File: src/rtl/pipe_stage_buf_if.sv
// Writeback-bundle link (valid/ready plus we/waddr/wdata) between two pipeline stages.
// master drives the bundle and valid; slave returns ready.
interface pipe_stage_buf_if #(
   parameter int DATA_W = 32,
   parameter int ADDR_W = 5
);
   logic              valid;
   logic              ready;
   logic              we;
   logic [ADDR_W-1:0] waddr;
   logic [DATA_W-1:0] wdata;

   modport master (output valid, output we, output waddr, output wdata, input ready);
   modport slave  (input valid, input we, input waddr, input wdata, output ready);
endinterface

File: src/rtl/pipe_stage_buf.sv
// Pipeline stage register for the writeback bundle with a two-entry skid buffer and flush.
// Define PIPE_STAGE_STAT_EN to add the saturating stall_cnt output.
//
// state | meaning
// EMPTY | nothing held, ready
// ONE   | main entry valid, ready
// FULL  | main and skid valid, not ready
module pipe_stage_buf #(
   parameter int DATA_W = 32,
   parameter int ADDR_W = 5,
   parameter int STAT_W = 16
) (
   input  logic clk,
   input  logic rst_n,
   input  logic flush,
   pipe_stage_buf_if.slave  up,
   pipe_stage_buf_if.master dn
`ifdef PIPE_STAGE_STAT_EN
   ,
   output logic [STAT_W-1:0] stall_cnt
`endif
);

   // Encoding is {skid_valid, main_valid}, so the state bits are the valid flops.
   typedef enum logic [1:0] {
      EMPTY = 2'b00,
      ONE   = 2'b01,
      FULL  = 2'b11
   } state_t;

   state_t            state;
   logic              main_we;
   logic [ADDR_W-1:0] main_waddr;
   logic [DATA_W-1:0] main_wdata;
   logic              skid_we;
   logic [ADDR_W-1:0] skid_waddr;
   logic [DATA_W-1:0] skid_wdata;

   always_ff @(posedge clk) begin
      if (!rst_n) begin
         state      <= EMPTY;
         main_we    <= 1'b0;
         main_waddr <= '0;
         main_wdata <= '0;
         skid_we    <= 1'b0;
         skid_waddr <= '0;
         skid_wdata <= '0;
      end else if (flush) begin
         state <= EMPTY;
      end else begin
         case (state)
            EMPTY: begin
               if (up.valid) begin
                  main_we    <= up.we;
                  main_waddr <= up.waddr;
                  main_wdata <= up.wdata;
                  state      <= ONE;
               end
            end
            ONE: begin
               if (up.valid && dn.ready) begin
                  main_we    <= up.we;
                  main_waddr <= up.waddr;
                  main_wdata <= up.wdata;
               end else if (up.valid) begin
                  skid_we    <= up.we;
                  skid_waddr <= up.waddr;
                  skid_wdata <= up.wdata;
                  state      <= FULL;
               end else if (dn.ready) begin
                  state <= EMPTY;
               end
            end
            FULL: begin
               // Upstream sees ready low here, so only the drain can happen.
               if (dn.ready) begin
                  main_we    <= skid_we;
                  main_waddr <= skid_waddr;
                  main_wdata <= skid_wdata;
                  state      <= ONE;
               end
            end
            default: state <= EMPTY;
         endcase
      end
   end

   assign up.ready = ~state[1];
   assign dn.valid = state[0];
   assign dn.we    = main_we & state[0];
   assign dn.waddr = main_waddr;
   assign dn.wdata = main_wdata;

`ifdef PIPE_STAGE_STAT_EN
   // Flush deliberately leaves the statistic alone; only reset clears it.
   always_ff @(posedge clk) begin
      if (!rst_n) begin
         stall_cnt <= '0;
      end else if (state[0] && !dn.ready && (stall_cnt != {STAT_W{1'b1}})) begin
         stall_cnt <= stall_cnt + 1'b1;
      end
   end
`endif

endmodule

File: src/flat_wrapper.sv
// flat-port wrapper written by rule: the top's interface ports become plain ports
module pipe_stage_buf_flat 
#(
   parameter int DATA_W = 32,
   parameter int ADDR_W = 5,
   parameter int STAT_W = 16
)
  (clk, rst_n, flush, up_valid, up_we, up_waddr, up_wdata, up_ready, dn_valid, dn_we, dn_waddr, dn_wdata, dn_ready);
  pipe_stage_buf_if #(.DATA_W(DATA_W), .ADDR_W(ADDR_W)) up_i ();
  pipe_stage_buf_if #(.DATA_W(DATA_W), .ADDR_W(ADDR_W)) dn_i ();
  input  logic clk;
  input  logic rst_n;
  input  logic flush;
  input wire logic [$bits(up_i.valid)-1:0] up_valid;
  input wire logic [$bits(up_i.we)-1:0] up_we;
  input wire logic [$bits(up_i.waddr)-1:0] up_waddr;
  input wire logic [$bits(up_i.wdata)-1:0] up_wdata;
  output wire logic [$bits(up_i.ready)-1:0] up_ready;
  output wire logic [$bits(dn_i.valid)-1:0] dn_valid;
  output wire logic [$bits(dn_i.we)-1:0] dn_we;
  output wire logic [$bits(dn_i.waddr)-1:0] dn_waddr;
  output wire logic [$bits(dn_i.wdata)-1:0] dn_wdata;
  input wire logic [$bits(dn_i.ready)-1:0] dn_ready;
  assign up_i.valid = up_valid;
  assign up_i.we = up_we;
  assign up_i.waddr = up_waddr;
  assign up_i.wdata = up_wdata;
  assign up_ready = up_i.ready;
  assign dn_valid = dn_i.valid;
  assign dn_we = dn_i.we;
  assign dn_waddr = dn_i.waddr;
  assign dn_wdata = dn_i.wdata;
  assign dn_i.ready = dn_ready;
  pipe_stage_buf #(.DATA_W(DATA_W), .ADDR_W(ADDR_W), .STAT_W(STAT_W)) u_core (.clk(clk), .rst_n(rst_n), .flush(flush), .up(up_i), .dn(dn_i));
endmodule
File: config.mk
export PLATFORM = sky130hd
export DESIGN_NAME = pipe_stage_buf_flat
export DESIGN_NICKNAME = d
export VERILOG_FILES = /design/src/rtl/pipe_stage_buf_if.sv /design/src/rtl/pipe_stage_buf.sv /design/src/flat_wrapper.sv
export SDC_FILE = /design/constraint.sdc
export NUM_CORES = 1
export LEC_CHECK = 0
export ABC_AREA = 1
export CORE_MARGIN = 4
export CORE_UTILIZATION = 54
export CTS_BUF_LIST = sky130_fd_sc_hd__clkbuf_4 sky130_fd_sc_hd__clkbuf_8 sky130_fd_sc_hd__clkbuf_16
export CTS_CLUSTER_SIZE = 40
export DETAILED_ROUTE_END_ITERATION = 6
export PLACE_DENSITY_LB_ADDON = 0.08
export SYNTH_ARGS = -nofsm -noshare
export SYNTH_HDL_FRONTEND = slang
export SYNTH_SLANG_ARGS = --single-unit
export TNS_END_PERCENT = 50
File: constraint.sdc
create_clock -name clk -period 2.4 [get_ports clk]
set_input_delay 0.72 -clock clk [delete_from_list [all_inputs] [get_ports clk]]
set_output_delay 0.72 -clock clk [all_outputs]
set_load 0.005 [all_outputs]
After elaboration in Yosys (flattened, before gate mapping). Cells that the tools add are included.

$add $sub $neg: 0. $mul: 0. Div/mod/pow operators: 0. Magnitude comparators: 0. Eq/ne operators: 7. Shift operators: 0. Muxes and demuxes: 18. Bitwise operators: 5. Reductions and logical operators: 7.

Operators with widths (count): 32-bit two-way mux (3); 32-bit one-hot mux with 3 select lines (1); 5-bit two-way mux (3); 5-bit one-hot mux with 3 select lines (1); 2-bit two-way mux (5); 4-bit AND reduction (2); 2-bit inequality test, second input constant (3); 2-bit one-hot mux with 3 select lines (1); 5-bit AND reduction (1); 1-bit inverter (4); 1-bit two-way mux (3); 3-bit inequality test, second input constant (1); 1-bit one-hot mux with 3 select lines (1); 3-bit nonzero test (1); 2-bit by 1-bit == test with 1-bit output, second input constant (1); 2-bit == test, second input constant (1); 2-bit zero test (1); 2-bit by 1-bit inequality test with 1-bit output, second input constant (1); 2-bit OR reduction (1); 1-bit AND (1); 1-bit logical AND (1).

Flip-flop bits (word level): 78. Bits in latches: 0. Bits in writable memories: 0. Memory bits (read-only): 0. Bits of input ports: 43. Output and inout port bits: 40. Logic and storage cells: 44. Memories kept: 0.

Logic depth before layout (Yosys ltp).
Depth after elaboration: 4. Gate-level depth with buffers: 10. Mapped depth without buffers: 8.

Worst setup path before layout. Ideal clock, no wire load.

Path type: input-to-reg. From: in up_valid. To: reg u_core.main_waddr[0], in the netlist u_core.dn.waddr[0]. Library setup time: 0.113 ns. Data arrival time: 1.423 ns. Data required time: 2.287 ns. Slack: 0.864 ns. Stages: 9. Path buffers: 2. Cells stage by stage: inv_1 > nand2_1 > nand2_1 > nor2_1 > buf_4 > buf_6 > nand3_1 > nand2_1 > nor2_1.

Cells in the longest elaborated chain, start to end: 3. Elaborated cells on any way between the ends: 4. Classes of those cells: 2 x eq/ne; 2 x reduce/logical.

Ends and longest elaborated chain: start, declared (line flat_wrapper.sv:14) `input wire logic [$bits(up_i.valid)-1:0] up_valid;`; 1-bit logical AND (line pipe_stage_buf.sv:61) `if (up.valid && dn.ready) begin`; 2-bit by 1-bit inequality test with 1-bit output (no line); 5-bit AND reduction (no line) (*); end signal, assigned (line pipe_stage_buf.sv:55) `main_waddr <= up.waddr;`; end signal, assigned (line pipe_stage_buf.sv:63) `main_waddr <= up.waddr;`; end signal, assigned (line pipe_stage_buf.sv:78) `main_waddr <= skid_waddr;`; end, declared (line pipe_stage_buf.sv:33) `logic [ADDR_W-1:0] main_waddr;`.

Mark *: on every way between the ends. The rest lies on a longest branch, timed or not. A chain may end at the register's enable or synchronous reset.

Worst setup path in the final report.
From: reg u_core.state[0]. To: out dn_we.

Cells in the longest elaborated chain, start to end: 1.

Ends and longest elaborated chain: start, declared (line pipe_stage_buf.sv:31) `state_t state;`; start signal, assigned (line pipe_stage_buf.sv:41) `state <= EMPTY;`; start signal, assigned (line pipe_stage_buf.sv:49) `state <= EMPTY;`; start signal, assigned (line pipe_stage_buf.sv:57) `state <= ONE;`; 1-bit AND (line pipe_stage_buf.sv:90) `assign dn.we = main_we & state[0];`; end, declared (line flat_wrapper.sv:20) `output wire logic [$bits(dn_i.we)-1:0] dn_we;`.

Every way passes these cells.

==> out/results.md <==
| Metric | This run |
|:---|:---|
| Status | complete, no violations |
| Highest-delay cell along the critical path | sky130_fd_sc_hd__clkdlybuf4s50_1 |
| Area used by multi-input combinational logic | 1710 sq um |
| Cell types occupying the most area after synthesis | sky130_fd_sc_hd__dfxtp_1 (43%), sky130_fd_sc_hd__nor2_1 (16%), sky130_fd_sc_hd__nand2_1 (9.2%) |
| CTS Root Cell | sky130_fd_sc_hd__clkbuf_8 |
| Number of endpoints failing setup at the final stage | 0 |
| Unrepaired setup endpoints after global routing | false |
| Post-synthesis share of cell area spent on xor and xnor gates | 0% |
| Hold bufs inserted after CTS | 0 |
| Hold Vio Cnt, Final | 0 |
| Min cycle time layout | 2170 ps |
| Cell count after synthesis | 538 |
| CP Capture Type | output port |
| Clock-pin slew reported for the worst setup and hold paths after clock tree synthesis | 70 ps |
| Worst Skew | 9.50 ps |
| Starting density of the core | 56.7% |
| Number of synthesized flops with an enable pin | 0 |
| CP arrival | 1450 ps |
| Via total after detailed routing | 3528 |
| Dpl cells | 669 |
| Share of synthesized area spent on multiplexers | 0% |
| Fraction of final layout cells sized beyond drive strength 1 | 5.27% |
| Required time of the critical path | 1680 ps |
| Core Util, Final | 73.2% |
| Total global routing overflow | 0 |
| DRT Pass-1 Iters | 5 |
| Transition time at the pin with the least slew margin | 696 ps |
| TritonCTS sink count | 78 |
| Worst-case clock buffer depth | 2 |
| DRC violations left | 0 |
| Share of async-settable or async-resettable flops after synthesis | 0% |
| Final routed wire length divided by cell count | 13.3 um |
| First-pass GRT wire length | 15200 um |
| Synth area leader | sky130_fd_sc_hd__dfxtp_1 |
| GRT Total Usage | 22.2% |
| Power per cell area | 663 nW/um^2 |
| Max_cap viols | 0 |
| Delay contributed by the slowest stage of the critical path | 490 ps |
| Ports | 83 |
| YS warnings | 0 |
| Count of buffers added by post-CTS timing repair for setup | 0 |
| Area of the die | 8170 sq um |
| Filler cell count | 544 |
| Total of flip-flops plus latches after synthesis | 78 |
| Syn nets | 585 |
| Per-cell via count in the routed design | 5.16 |
| CTS HTree Levels | 3 |
| Number of nets in the layout | 650 |
| Final Wtd Congestion | 0.886 |
| Post-Synthesis Mean Instance Area | 6.81 sq um |
| Netlist area before placement | 3660 sq um |
| Worst path cell trace | nand2_1 > inv_1 > clkdlybuf4s50_1 |
| Smallest hold slack | 484 ps |
| Diode insertion count for antenna repair | 0 |
| Post-DP HPWL | 5710 um |
| Std-Cell Core Area | 6460 sq um |
| Number of nets with antenna violations after detailed routing | 0 |
| Arithmetic-cell share of the synthesized area counting full adders, half adders and majority gates | 1.37% |
| Pin count of the biggest net entering global routing | 78 |
| Chip width | 90.4 um |
| Top post-synthesis cells by count | sky130_fd_sc_hd__nor2_1 (160), sky130_fd_sc_hd__nand2_1 (90), sky130_fd_sc_hd__dfxtp_1 (78), sky130_fd_sc_hd__inv_1 (46), sky130_fd_sc_hd__nand3_1 (42) |
| Peak fanout along the critical path | 6 |
| Wire length after detailed routing | 9130 um |
| Count of buffers inserted at the top-level ports | 82 |
| CTS tree | built |
| Category of the most critical setup path | reg2out |
| Slack of the worst reg-to-reg path | 530 ps |
| Area added between synthesis and finish | 29.0% |
| Post-synthesis sequential area ratio | 42.6% |
| F_max | 0.461 GHz |
| Num CTS Buffers | 9 |
| Summed negative setup slack over all endpoints | 0 ps |
| Cell row count | 29 |
| Initial antenna violation count | 0 |
| Vias in the first global route | 3295 |
| Pins Over Slew Limit | 0 |
| Worst slew margin relative to its limit | 53.5% |
| Fraction of the mapped netlist area in compound gates | 13.1% |
| Height of the die | 90.4 um |
| Static Leak | 0.00212 uW |
| Storage cell area | 1560 sq um |
| Primary FF master, synth | sky130_fd_sc_hd__dfxtp_1 |
| Final standard cell count with taps included and fillers excluded | 684 |
| Final worst path period share | 90.3% |
| Simple-gate portion of the synthesized area | 31.6% |
| Post-cts sizing count | 0 |
| Class of the tightest hold or removal check | reg2reg |
| Fraction of post-synthesis cell area in the top cell type by area | 42.6% |
| Startpoint type of the worst setup path | flip-flop |
| Cell variety after synth | 17 |
| Insertion delay to the later sink of the worst-skew pair | 350 ps |
| Maximum vdd drop | 0.358 mV |
| Most used standard cell by instance count after synthesis | sky130_fd_sc_hd__nor2_1 |
| Combinational family with the most area after synthesis | simple AND/OR/NAND/NOR gates |
| Iteration-0 DRC count of the detailed router | 260 |
==> area by class of cell <==
class                           instances  area share (%)
Clock buffer                           11            3.07
Clock inverter                          4            2.01
Inverter                               49            3.89
Multi-Input combinational cell        374            36.2
Sequential cell                        78            33.0
Tap cell                               77            2.04
Timing Repair Buffer                   91            19.7
==> state kept, by name, summed over array words and instances, names as in the netlist <==
register           cells
u_core.skid_waddr      5
u_core.state           2
u_core.dn.wdata       32
u_core.dn.waddr        5
u_core.skid_we         1
u_core.main_we         1
u_core.skid_wdata     32
==> cell usage in the layout (no fill, tap or decap), drive strengths merged <==
master,count
nor2,160
bufinv,3
a21oi,1
clkbuf,11
o21ai,38
nand2,90
nand3,42
ha,4
o21a,38
buf,10
clkinv,1
clkdlybuf4s50,81
dfxtp,78
inv,49
nor3,1
==> per-layer routing <==
metal  vias to the layer above  routed length (um)  global-route usage, %
met4                         0                 193                   8.67
met5                         -                   0                      0
li1                       1786                   -                      -
met2                       141                4190                   35.3
met3                        20                 579                   4.75
met1                      1581                4170                   29.3
==> critical path, delay by kind of cell, from the launching register on <==
family                 cells  cell delay (ps)
flip-flops                 1              450
buffers and inverters      2              550
AND/OR/NAND/NOR            1              110
==> path summary, 6_finish.rpt <==
| check | from | end | cells past startpoint |
|---|---|---|---|
| max reg2reg | u_core.state[0] | u_core.dn.wdata[21] | 8 |
| min reg2reg | u_core.dn.wdata[4] | u_core.dn.wdata[4] | 2 |
| min | u_core.dn.wdata[4] | u_core.dn.wdata[4] | 2 |
| max | u_core.state[0] | dn_we | 3 |
==> cell families after synthesis <==
| family | count (synthesis) |
|---|---|
| simple gates | 293 |
| buf+inv | 86 |
| flops | 78 |
| compound gates | 77 |
| fa+ha+maj | 4 |
==> stage by stage <==
step | setup WS [ps] | total power (uW) | area [sq um]
floorplan | 864 | 1710 | 3660
global placement | 199 | 1960 | 4490
detailed placement | 154 | 1980 | 4490
CTS | 226 | 3140 | 4730
global route | 178 | 3270 | 4730
finish | 232 | 3130 | 4730
==> power by group <==
part	internal (uW)	switching, uW
clock	724	461
sequential	1370	43.2
combinational	286	247
(Power assumes the default switching activity.)
